`src/rtl/conv_window_gen.sv`:
```
// Streaming NUM_LINES x KERNEL_W convolution window generator fed by one pixel column per handshake.
// Define CONV_WINDOW_ZERO_PAD_EN for same-size zero padding (zero preload plus an end-of-row FLUSH).
module conv_window_gen #(
    parameter int NUM_LINES  = 3,
    parameter int KERNEL_W   = 3,
    parameter int DATA_WIDTH = 16,
    parameter int COL_W      = 14
) (
    input  logic                                    clk,
    input  logic                                    reset,
    input  logic                                    in_valid,
    output logic                                    in_ready,
    input  logic [NUM_LINES*DATA_WIDTH-1:0]         in_data,
    input  logic                                    in_last,
    output logic                                    out_valid,
    input  logic                                    out_ready,
    output logic [NUM_LINES*KERNEL_W*DATA_WIDTH-1:0] out_window,
    output logic [COL_W-1:0]                        out_col,
    output logic                                    out_last
);

    localparam int CW = NUM_LINES * DATA_WIDTH;
    localparam int WW = CW * KERNEL_W;
    localparam int FW = $clog2(KERNEL_W + 1);
    localparam logic [FW-1:0] FILL_FULL = FW'(KERNEL_W - 1);

`ifdef CONV_WINDOW_ZERO_PAD_EN
    localparam int P = (KERNEL_W - 1) / 2;
    localparam logic [FW-1:0]    FILL_INIT = FW'(P);
    localparam logic [COL_W-1:0] COL_OFF   = COL_W'(P);
    typedef enum logic [1:0] {S_FILL, S_STREAM, S_FLUSH} state_t;
`else
    localparam logic [FW-1:0]    FILL_INIT = '0;
    localparam logic [COL_W-1:0] COL_OFF   = COL_W'(KERNEL_W - 1);
    typedef enum logic [0:0] {S_FILL, S_STREAM} state_t;
`endif

    typedef logic [CW-1:0] col_t;

    state_t           state_q, state_d;
    logic [FW-1:0]    fill_q, fill_d;
    logic [COL_W-1:0] col_idx_q, col_idx_d;
    col_t             col_q [KERNEL_W];
    col_t             col_d [KERNEL_W];
    col_t             shifted [KERNEL_W];
    col_t             shift_in;
    logic [WW-1:0]    win_shift;
    logic             vld_q, vld_d;
    logic [WW-1:0]    win_q, win_d;
    logic [COL_W-1:0] ocol_q, ocol_d;
    logic             olast_q, olast_d;
    logic             out_free;
    logic             accept;
`ifdef CONV_WINDOW_ZERO_PAD_EN
    logic [FW-1:0]    flush_q, flush_d;
`endif

    // Column register after one shift, repacked into the (line, column) output layout.
    always_comb begin
        shift_in = in_data;
`ifdef CONV_WINDOW_ZERO_PAD_EN
        if (state_q == S_FLUSH) shift_in = '0;
`endif
        for (int c = 0; c < KERNEL_W - 1; c++) shifted[c] = col_q[c+1];
        shifted[KERNEL_W-1] = shift_in;
        win_shift = '0;
        for (int l = 0; l < NUM_LINES; l++) begin
            for (int c = 0; c < KERNEL_W; c++) begin
                win_shift[(l*KERNEL_W + c)*DATA_WIDTH +: DATA_WIDTH] = shifted[c][l*DATA_WIDTH +: DATA_WIDTH];
            end
        end
    end

    always_comb begin
        state_d   = state_q;
        fill_d    = fill_q;
        col_idx_d = col_idx_q;
        col_d     = col_q;
        vld_d     = vld_q;
        win_d     = win_q;
        ocol_d    = ocol_q;
        olast_d   = olast_q;
`ifdef CONV_WINDOW_ZERO_PAD_EN
        flush_d   = flush_q;
`endif
        out_free = !vld_q || out_ready;
`ifdef CONV_WINDOW_ZERO_PAD_EN
        in_ready = out_free && (state_q != S_FLUSH);
`else
        in_ready = out_free;
`endif
        accept = in_valid && in_ready;

        if (vld_q && out_ready) vld_d = 1'b0;

        if (accept) begin
            col_d     = shifted;
            col_idx_d = col_idx_q + COL_W'(1);
            if (fill_q == FILL_FULL) begin
                vld_d  = 1'b1;
                win_d  = win_shift;
                ocol_d = col_idx_q - COL_OFF;
`ifdef CONV_WINDOW_ZERO_PAD_EN
                olast_d = (P == 0) ? in_last : 1'b0;
`else
                olast_d = in_last;
`endif
            end else begin
                fill_d = fill_q + FW'(1);
                if (fill_q + FW'(1) == FILL_FULL) state_d = S_STREAM;
            end
            // A row end restarts the fill so the next row never sees these columns.
            if (in_last) begin
`ifdef CONV_WINDOW_ZERO_PAD_EN
                if (P > 0) begin
                    state_d = S_FLUSH;
                    flush_d = FW'(P);
                end else begin
                    state_d   = S_FILL;
                    fill_d    = FILL_INIT;
                    col_idx_d = '0;
                    for (int c = 0; c < KERNEL_W; c++) col_d[c] = '0;
                end
`else
                state_d   = S_FILL;
                fill_d    = FILL_INIT;
                col_idx_d = '0;
`endif
            end
        end
`ifdef CONV_WINDOW_ZERO_PAD_EN
        // Flush steps shift in zero columns; windows centred before column 0 are suppressed.
        else if (state_q == S_FLUSH && out_free) begin
            col_d     = shifted;
            col_idx_d = col_idx_q + COL_W'(1);
            flush_d   = flush_q - FW'(1);
            if (col_idx_q >= COL_OFF) begin
                vld_d   = 1'b1;
                win_d   = win_shift;
                ocol_d  = col_idx_q - COL_OFF;
                olast_d = (flush_q == FW'(1));
            end
            if (flush_q == FW'(1)) begin
                state_d   = S_FILL;
                fill_d    = FILL_INIT;
                col_idx_d = '0;
                for (int c = 0; c < KERNEL_W; c++) col_d[c] = '0;
            end
        end
`endif
    end

    always_ff @(posedge clk) begin
        if (reset) begin
            state_q   <= S_FILL;
            fill_q    <= FILL_INIT;
            col_idx_q <= '0;
            for (int c = 0; c < KERNEL_W; c++) col_q[c] <= '0;
            vld_q     <= 1'b0;
            win_q     <= '0;
            ocol_q    <= '0;
            olast_q   <= 1'b0;
`ifdef CONV_WINDOW_ZERO_PAD_EN
            flush_q   <= '0;
`endif
        end else begin
            state_q   <= state_d;
            fill_q    <= fill_d;
            col_idx_q <= col_idx_d;
            col_q     <= col_d;
            vld_q     <= vld_d;
            win_q     <= win_d;
            ocol_q    <= ocol_d;
            olast_q   <= olast_d;
`ifdef CONV_WINDOW_ZERO_PAD_EN
            flush_q   <= flush_d;
`endif
        end
    end

    assign out_valid  = vld_q;
    assign out_window = win_q;
    assign out_col    = ocol_q;
    assign out_last   = olast_q;

endmodule

```
`config.mk`:
```
export PLATFORM = sky130hd
export DESIGN_NAME = conv_window_gen
export DESIGN_NICKNAME = d
export VERILOG_FILES = /design/src/rtl/conv_window_gen.sv
export SDC_FILE = /design/constraint.sdc
export NUM_CORES = 1
export LEC_CHECK = 0
export BUFFER_PORTS_ARGS = -buffer_cell sky130_fd_sc_hd__buf_2
export CORE_ASPECT_RATIO = 0.7
export CORE_MARGIN = 2
export CORE_UTILIZATION = 36
export DETAILED_ROUTE_END_ITERATION = 10
export HOLD_SLACK_MARGIN = 0.1
export PLACE_DENSITY = 0.62
export SLEW_MARGIN = 10
export SYNTH_ARGS = -nofsm -noshare
export SYNTH_HDL_FRONTEND = slang
export SYNTH_SLANG_ARGS = --single-unit
```
`constraint.sdc`:
```
create_clock -name clk -period 2.7 [get_ports clk]
set_clock_uncertainty 0.05 [all_clocks]
set_input_delay 0.135 -clock clk [delete_from_list [all_inputs] [get_ports clk]]
set_output_delay 0.135 -clock clk [all_outputs]
set_load 0.005 [all_outputs]
```
==> out/results.ini, run 1 <==
[placed_design]
post-dp-hpwl_mm = 15.7
gp_congestion = 0.766
port_buffers = 213

[die]
die_y_microns = 141
rows = 50
initial_core_util_pct = 36.5
core_area_sq_um = 26700
io_pins = 214
die_w_microns = 200
die-area_sq_um = 28300

[setup_path]
cp_max_fo = 75
critPathRequiredTime_ns = 3.07
cp_slowest_cell = dlygate4sd3_1
cp.arrival_ns = 2.79
crit_type = reg2reg
r2r_setup_slack_ns = 0.28
critPathMaxStageDelay_ns = 0.57
reg2reg_depth = 6
rr_endpoint = out_window[133]$_SDFFE_PP0P_
cp-end-kind = register
r2r_start = out_valid$_SDFF_PP0_
crit_chain = nand2b_1 -> nand3_4 -> buf_12 -> nand2_1 -> a21oi_1 -> dlygate4sd3_1
critPathLaunchType = register

[cts]
clockBufferDepth = 3
worstSkewPairLatency_ns = 0.53
cts_setup_buffers = 0
cts_hold_buf = 52
cts_buffers = 28
root_buffer = clkbuf_16
cts_resized = 0
htree_levels = 1
clkTransAtPathRegs_ns = 0.06
cts.sinks = 272
cts_tree = built

[worst_hold_path]
whs_path_depth = 3
min-delay-start = out_ready
hp-class = in2reg
hold_end = out_valid$_SDFF_PP0_

[detailed_routing]
drc = 0
wl_mm = 25.1
vias = 8541
drtIter0Drc = 486
viasPerCell = 4.70
wl_per_cell_microns = 13.8
firstDrtPassIters = 5
antenna_left = 0

[outcome]
status = complete, no violations

[synthesis]
syn_nets = 1274
synth_seq_cells = 272
synthFlopType = dfxtp_1
syn_area_per_cell_sq_um = 7.98
ys_types = 39
synth_edf_count = 0
ys_async_sr_fraction_pct = 0
synthesis.area_sq_um = 9720
yosysSeqAreaShare_pct = 56.0
yosys_warnings = 0
syn_inst = 1217

[power_and_ir_drop]
vdd_drop_max_v = 0.000464
leakagePower_nw = 4.94
total_power_w = 0.00831
cellPowerDensity_nw_per_um2 = 668

[flow_run]
drv_cap = 0

[timing]
drv_slew = 0
finalSetupTns_ns = 0
hold_slack_ns = 0.339
hold_viol_final = 0
min_period_ns = 2.42
fmax_mhz = 413
finalCritPeriodShare_pct = 89.6
rsz0062_at_grt = false
maxSlewHeadroom_pct = 56.7
setup_viol = 0
tightest_slew_ns = 0.649

[layout]
layout.nets = 1489
syn2layout_area_growth_pct = 28.2
diodes = 0
fillers = 2687
drive_gt1_share_pct = 19.5

[global_route]
grtUsageTotal_pct = 17.0
grt_pass1_wl_mm = 40.1
grt_antenna_before_repair = 0
grt.overflow.total = 0
grt_pass1_vias = 7610
grt_max_degree = 113

-- per-stage QoR --
step           area, sq um  worst slack [ns]  cells  util, %
6_report             12500             0.280   1817     46.7
4_1_cts              12500             0.284   1817     46.7
5_1_grt              12500            0.0964   1817     46.7
2_1_floorplan         9720              1.02   1217        -
3_5_place_dp         11000             0.737   1714     41.4
3_3_place_gp         11000             0.819   1714     41.4
-- where the power goes --
| part | total [W] | switching (W) | internal (W) |
|---|---|---|---|
| Combinational | 0.000408 | 0.000242 | 0.000165 |
| Clock | 0.00376 | 0.00157 | 0.00219 |
| Sequential | 0.00414 | 0.0000514 | 0.00409 |
-- how the worst max path moves through the flow --
stage	start	endpoint	slack [ns]	depth (start not counted)
5_1_grt	out_valid$_SDFF_PP0_	out_window[133]$_SDFFE_PP0P_	0.1	6
2_1_floorplan	col_idx_q[1]$_SDFFE_PP0P_	out_col[11]$_SDFFE_PP0P_	1.02	6
6_report	out_valid$_SDFF_PP0_	out_window[133]$_SDFFE_PP0P_	0.28	6
3_5_place_dp	out_valid$_SDFF_PP0_	col_idx_q[2]$_SDFFE_PP0P_	0.74	4
4_1_cts	out_valid$_SDFF_PP0_	out_window[133]$_SDFFE_PP0P_	0.28	6
3_3_place_gp	out_valid$_SDFF_PP0_	out_col[3]$_SDFFE_PP0P_	0.82	5
-- final cells by class --
type                       instances  area (sq um)  share of cell area (%)
timing repair buffer             277          1770                    14.2
inverter                           6          22.5                   0.181
clock buffer                      40           817                    6.56
clock inverter                    11          83.8                   0.673
tap                              364           455                    3.66
sequential                       272          5450                    43.7
multi-input combinational        847          3860                    31.0
-- synthesized netlist by cell type (2+ instances only) --
library cell	instances	area, sq um
or3_1	4	25.0
ha_1	4	50.1
a21oi_1	251	1260
or4_4	2	22.5
nand2_1	491	1840
and3_1	2	12.5
xor2_1	4	35.0
o31ai_1	4	30.0
or4_1	3	22.5
a311oi_1	2	17.5
a211oi_1	9	67.6
nand4_1	4	25.0
inv_1	6	22.5
o21ai_0	4	20.0
and2_1	4	25.0
nand3_1	5	25.0
nor3_1	2	10.0
buf_1	7	26.3
nor2_1	25	93.8
clkbuf_1	74	278
buf_2	2	10.0
nor4_2	3	37.5
dfxtp_1	272	5450
clkbuf_8	3	41.3
xnor2_1	12	105
buf_6	5	56.3
-- cells in the final DEF (no fill, tap or decap), drive strengths merged --
cell and instances:
buf 224, nand3b 1, clkinv 10, a21o 1, bufinv 1, dlygate4sd3 52, clkbuf 41, and4 2
nand4 4, nor4 4, and2 4, nand2b 1, inv 6, dfxtp 272, a2bb2oi 1, a32oi 1
nor2 25, or4 5, or3 4, a311oi 2, nand3 5, nor3 2, ha 4, xor2 4
a211oi 10, xnor2 12, mux2i 1, o21ai 4, or2 1, o31ai 4, a21oi 251, or4b 1
and3 2, nand2 491
-- sequential cells by signal, indices dropped and copies added, names as in the netlist --
| register | count |
|---|---|
| out_col | 14 |
| fill_q | 2 |
| out_last | 1 |
| col_q | 96 |
| out_window | 144 |
| out_valid | 1 |
| col_idx_q | 14 |
-- per-layer routing --
layer / vias to the layer above / GRT usage, % / share of wire (%)
met5: - / 0 / 0
li1: 4397 / - / -
met1: 3909 / 24.1 / 48
met4: 0 / 3.90 / 2.1
met3: 29 / 4.59 / 6.5
met2: 206 / 25.9 / 43
-- critical path: cells and delay by family, from the launching register on --
kind            cells  cell delay (ns)
simple gates        3             0.95
buf+inv             2             0.89
flops               1             0.31
compound gates      1             0.06
-- kinds of logic after synthesis --
group                    Yosys count  synth area share (%)
flip-flops                       272                  56.0
buffers and inverters             98                  4.55
AND/OR/NAND/NOR                  552                  22.7
AO/OA/AOI/OAI                    274                  14.7
multiplexers                       1                 0.103
XOR/XNOR                          16                  1.44
adder cells (fa/ha/maj)            4                 0.515
No activity file was read; power rests on OpenSTA's default activity.
==> run 2: changes to the inputs <==
--- a/config.mk
+++ b/config.mk
@@ -10,8 +10,10 @@
 export CORE_MARGIN = 2
 export CORE_UTILIZATION = 36
 export DETAILED_ROUTE_END_ITERATION = 10
+export GPL_TIMING_DRIVEN = 0
 export HOLD_SLACK_MARGIN = 0.1
-export PLACE_DENSITY = 0.62
+export PLACE_DENSITY = 0.58
+export SETUP_SLACK_MARGIN = 0.3
 export SLEW_MARGIN = 10
 export SYNTH_ARGS = -nofsm -noshare
 export SYNTH_HDL_FRONTEND = slang
==> run 2 against run 1 <==
Net effect:
- sequential power about the same
- total power rose by 0.44%
- via count rose by 5.7%
- critical path type unchanged
- critical endpoint is now col_q[68]$_SDFFE_PP0P_
- highest routed layer unchanged
==> out/results.ini, run 2 (same netlist as run 1, synthesis figures left out) <==
[global_route]
grt_antenna_before_repair = 0  ; unchanged
grtUsageTotal_pct = 20.9  ; +3.9 points
grt_pass1_vias = 8452  ; +11%
grt_pass1_wl_mm = 47.1  ; +18%
grt.overflow.total = 0  ; unchanged
grt_max_degree = 14  ; -88%

[detailed_routing]
wl_mm = 30.3  ; +21%
wl_per_cell_microns = 16.0  ; +16%
drc = 0  ; unchanged
viasPerCell = 4.77  ; +1.4%
drtIter0Drc = 451  ; -7.2%
firstDrtPassIters = 5  ; unchanged
antenna_left = 0  ; unchanged
vias = 9031  ; +5.7%

[layout]
final_common_cell = nand2_1
final_cell_mix = 491 x nand2_1, 272 x dfxtp_1, 251 x a21oi_1
drive_gt1_share_pct = 18.2  ; -1.3 points
layout.nets = 1566  ; +5.2%
fillers = 2685  ; -0.074%
largest_register_ffs = 144  ; unchanged
syn2layout_area_growth_pct = 30.0
diodes = 0  ; unchanged

[power_and_ir_drop]
vdd_drop_max_v = 0.000442  ; -4.8%
netSwitchingFraction_pct = 23.1  ; +0.70 points
total_power_w = 0.00835  ; +0.44%
p_switching_w = 0.00193  ; +3.6%
comb_power_share_pct = 5.3  ; +0.4 points
power_frac_seq_pct = 49.6  ; -0.2 points
leakagePower_nw = 4.98  ; +0.86%
cellPowerDensity_nw_per_um2 = 661  ; -0.93%
intPower_w = 0.00642  ; -0.47%
clkPwrFrac_pct = 45.0  ; -0.3 points

[flow_run]
drv_cap = 0  ; unchanged

[cts]
htree_levels = 1  ; unchanged
cts_buffers = 28  ; unchanged
worstSkewPairLatency_ns = 0.54  ; about the same
cts.sinks = 272  ; unchanged
root_buffer = clkbuf_16
clkTransAtPathRegs_ns = 0.06  ; about the same
cts_setup_buffers = 0  ; unchanged
clockBufferDepth = 3  ; unchanged
cts_tree = built

[setup_path]
reg2reg_depth = 6  ; unchanged
cp.arrival_ns = 2.57  ; -0.22 ns
cp-end-kind = register
critPathRequiredTime_ns = 3.11  ; +0.04 ns
critPathLaunchType = register
crit_type = reg2reg
cp_max_fo = 10  ; -87%

[timing]
tightest_slew_ns = 0.700  ; +0.0507 ns
maxSlewHeadroom_pct = 53.3  ; -3.4 points
setup_viol = 0  ; unchanged
finalSetupTns_ns = 0  ; unchanged
drv_slew = 0  ; unchanged
finalCritPeriodShare_pct = 80.0  ; -9.6 points
fmax_mhz = 463  ; +12%
min_period_ns = 2.16  ; -0.259 ns
rsz0062_at_grt = false
hold_viol_final = 0  ; unchanged

[placed_design]
port_buffers = 212  ; -0.47%
post-dp-hpwl_mm = 22.3  ; +42%
gp_congestion = 0.790  ; +3.1%

[die]
rows = 50  ; unchanged
die-area_sq_um = 28300  ; unchanged
die_y_microns = 141  ; unchanged
io_pins = 214  ; unchanged
initial_core_util_pct = 36.5  ; unchanged
die_w_microns = 200  ; unchanged
core_area_sq_um = 26700  ; unchanged

[worst_hold_path]
hp-class = in2reg
whs_path_depth = 4  ; +1

[outcome]
status = complete, no violations

run 2: what timing repair did:
| action | 4_1_cts | 5_1_grt |
|---|---|---|
| gates resized for setup | 3 | 4 |
| endpoints found under the setup margin | 8 | 80 |
| hold endpoints to repair | 118 | 0 |
| hold buffers | 50 | 0 |
run 2: cell type report:
type	count	area [sq um]	area share, %
inverters	6	22.5	0.178
multi-input cells	847	3830	30.3
clock buffers	43	808	6.40
repair buffers	262	1560	12.4
clock inverters	9	78.8	0.624
plain buffers	92	425	3.37
well taps	364	455	3.61
flip-flops and latches	272	5450	43.1
run 2: critical path: stages (launching register included):
cell,delay [ns]
dfxtp_1,0.35
nand2b_1,0.11
nand2_1,0.37
clkbuf_1,0.47
clkbuf_1,0.46
nand2_1,0.11
a21oi_1,0.15
run 2: per-stage QoR:
stage	utilization, %	instance area [sq um]	setup slack (ns)	std cells	hold WS, ns
after floorplan	-	9720	1.02	1217	0.221
after global placement	42.2	11200	0.221	1793	0.345
after detailed placement	42.2	11200	0.222	1793	0.351
after CTS	47.4	12600	0.306	1895	0.164
after global routing	47.4	12600	0.320	1895	0.190
final	47.4	12600	0.540	1895	0.174
run 2: power by group through the flow:
stage	Clock, W	Combinational (W)	Sequential (W)
after CTS	0.00384	0.000446	0.00415
after global placement	0	0.000384	0.00423
after detailed placement	0	0.000389	0.00423
after global routing	0.00401	0.000493	0.00415
final	0.00376	0.000443	0.00415
after floorplan	0	0.000219	0.00422
run 2: metal layers:
metal	GRT usage (%)	vias to the layer above	share of wire, %
met5	0	-	0
li1	-	4544	-
met3	4.71	32	6.1
met1	31.4	4216	51
met2	30.9	239	41
met4	3.70	0	1.3
run 2: path summary, 6_finish.rpt:
check / startpoint / to / slack, ns
min reg2reg: col_q[62]$_SDFFE_PP0P_ / out_window[14]$_SDFFE_PP0P_ / 0.40
max reg2reg: out_valid$_SDFF_PP0_ / col_q[68]$_SDFFE_PP0P_ / 0.54
max: out_valid$_SDFF_PP0_ / col_q[68]$_SDFFE_PP0P_ / 0.54
min: out_ready / out_valid$_SDFF_PP0_ / 0.17
==> run 3: changes to the inputs <==
==> constraint.sdc (replaced) <==
create_clock -name clk -period 2.2 [get_ports clk]
set_clock_uncertainty 0.05 [all_clocks]
set_input_delay 0.11 -clock clk [delete_from_list [all_inputs] [get_ports clk]]
set_output_delay 0.11 -clock clk [all_outputs]
set_load 0.005 [all_outputs]
==> run 3 against run 2 <==
Net effect:
- sequential cell count unchanged
- final area is 1.1% higher
- hold slack improved by 0.014 ns
- register-to-register slack got worse by 0.16 ns
- worst setup slack worse by 0.16 ns
- routed wire length shrank 0.21%
==> out/results.ini, run 3 (same netlist as run 1, synthesis figures left out) <==
[detailed_routing]
drc = 0  ; unchanged
firstDrtPassIters = 4  ; -1
wl_per_cell_microns = 15.9  ; -0.26%
drtIter0Drc = 455  ; +0.89%
vias = 9080  ; +0.54%
viasPerCell = 4.79  ; +0.49%
wl_mm = 30.2  ; -0.21%
antenna_left = 0  ; unchanged

[global_route]
grt_antenna_before_repair = 0  ; unchanged
grt.overflow.total = 0  ; unchanged
grtUsageTotal_pct = 21.0  ; +0.025 points
grt_pass1_wl_mm = 47.2  ; +0.19%
grt_max_degree = 14  ; unchanged
grt_pass1_vias = 8476  ; +0.28%

[cts]
root_buffer = clkbuf_16
htree_levels = 1  ; unchanged
clkTransAtPathRegs_ns = 0.06  ; about the same
worstSkewPairLatency_ns = 0.54  ; about the same
cts_buffers = 28  ; unchanged
cts.sinks = 272  ; unchanged
clockBufferDepth = 3  ; unchanged
cts_tree = built

[flow_run]
drv_cap = 0  ; unchanged

[setup_path]
critPathMaxStageDelay_ns = 0.48  ; about the same
r2r_setup_slack_ns = 0.38  ; -0.16 ns
cp_slowest_cell = or4b_4
cp.arrival_ns = 2.17  ; -0.40 ns
crit_chain = inv_2 -> ha_4 -> or4b_4 -> nor4_4 -> xnor2_1 -> a211oi_1
cp-end-kind = register
cp.depth = 6  ; unchanged
crit_type = reg2reg
path_delay_family = simple AND/OR/NAND/NOR gates
critPathLaunchType = register
cp_max_fo = 6  ; -4
path_buf_inv = 1  ; -1
reg2reg_depth = 6  ; unchanged
critPathRequiredTime_ns = 2.54  ; -0.57 ns

[worst_hold_path]
hp-class = in2reg
whs_path_depth = 4  ; unchanged

[layout]
syn2layout_area_growth_pct = 31.3
final_common_cell = nand2_1
diodes = 0  ; unchanged
multi_input_area_sq_um = 3870  ; +1.2%
largest_register_ffs = 144  ; unchanged
final_cell_mix = 490 x nand2_1, 269 x dfxtp_1, 251 x a21oi_1
drive_gt1_share_pct = 20.8  ; +2.6 points
layout.nets = 1567  ; +0.064%
fin_cells = 1896  ; +0.053%
fillers = 2664  ; -0.78%
seqCellArea_sq_um = 5450  ; +0.16%

[outcome]
status = complete, no violations

[timing]
maxSlewHeadroom_pct = 53.3  ; about the same
setup_viol = 0  ; unchanged
tightest_slew_ns = 0.700  ; +0.0000636 ns
rsz0062_at_grt = true
finalCritPeriodShare_pct = 82.9  ; +2.9 points
fmax_mhz = 548  ; +18%
min_period_ns = 1.82  ; -0.336 ns
hold_slack_ns = 0.189  ; +0.0141 ns
hold_viol_final = 0  ; unchanged
drv_slew = 0  ; unchanged

[die]
initial_core_util_pct = 36.5  ; unchanged
die_y_microns = 141  ; unchanged
io_pins = 214  ; unchanged
core_area_sq_um = 26700  ; unchanged
die_w_microns = 200  ; unchanged
rows = 50  ; unchanged
die-area_sq_um = 28300  ; unchanged

[power_and_ir_drop]
cellPowerDensity_nw_per_um2 = 803  ; +21%
clkPwrFrac_pct = 45.0  ; about the same
comb_power_share_pct = 5.4  ; about the same
netSwitchingFraction_pct = 23.1  ; -0.080 points
vdd_drop_max_v = 0.000543  ; +23%
intPower_w = 0.00788  ; +23%
leakagePower_nw = 5.09  ; +2.2%
p_switching_w = 0.00236  ; +22%
power_frac_seq_pct = 49.7  ; about the same

[placed_design]
place_inst = 1793  ; unchanged
port_buffers = 212  ; unchanged
gp_congestion = 0.790  ; unchanged
post-dp-hpwl_mm = 22.3  ; unchanged

[run 3: final cells by class]
class / instances / share of cell area (%)
Buffer: 92 / 3.86
Inverter: 6 / 0.196
Timing Repair Buffer: 263 / 12.3
Tap cell: 364 / 3.57
Clock buffer: 43 / 6.33
Clock inverter: 9 / 0.618
Sequential cell: 272 / 42.7
Multi-Input combinational cell: 847 / 30.4
[run 3: path summary, 6_finish.rpt]
path | start | end
max | col_idx_q[1]$_SDFFE_PP0P_ | out_col[9]$_SDFFE_PP0P_
min | out_ready | out_valid$_SDFF_PP0_
max reg2reg | col_idx_q[1]$_SDFFE_PP0P_ | out_col[9]$_SDFFE_PP0P_
min reg2reg | col_q[75]$_SDFFE_PP0P_ | out_window[59]$_SDFFE_PP0P_
[run 3: what timing repair did]
action | in CTS | in global routing
endpoints found under the hold margin | 118 | 0
setup endpoints to repair | 147 | 143
hold buffers | 50 | 0
pin swaps | 0 | 5
gates cloned | 0 | 0
setup buffers | 0 | 1
gates resized for setup | 32 | 46
[run 3: per-layer routing]
layer | global-route usage (%) | wire length, microns
met5 | 0 | 0
met4 | 3.70 | 382
met3 | 4.71 | 1810
met2 | 30.9 | 12500
met1 | 31.4 | 15500
[run 3: power by group through the flow]
| stage | sequential [W] | combinational [W] | clock (W) |
|---|---|---|---|
| global route | 0.00510 | 0.000616 | 0.00493 |
| global placement | 0.00519 | 0.000471 | 0 |
| CTS | 0.00509 | 0.000550 | 0.00471 |
| detailed placement | 0.00520 | 0.000477 | 0 |
| finish | 0.00509 | 0.000553 | 0.00461 |
| floorplan | 0.00518 | 0.000268 | 0 |
[run 3: worst min-delay path: stages]
cell and delay [ns]:
buf_2 0.09, nand2b_1 0.18, buf_2 0.26, a21oi_1 0.09
[run 3: metrics by stage]
stage	power (W)	util, %	worst slack (ns)	TNS [ns]	cell area, sq um
CTS	0.0103	47.5	0.313	0	12700
finish	0.0102	47.9	0.376	0	12800
detailed placement	0.00567	42.2	-0.278	-12.65	11200
global placement	0.00567	42.2	-0.279	-10.26	11200
floorplan	0.00545	-	0.519	0	9720
global route	0.0106	47.9	0.280	0	12800
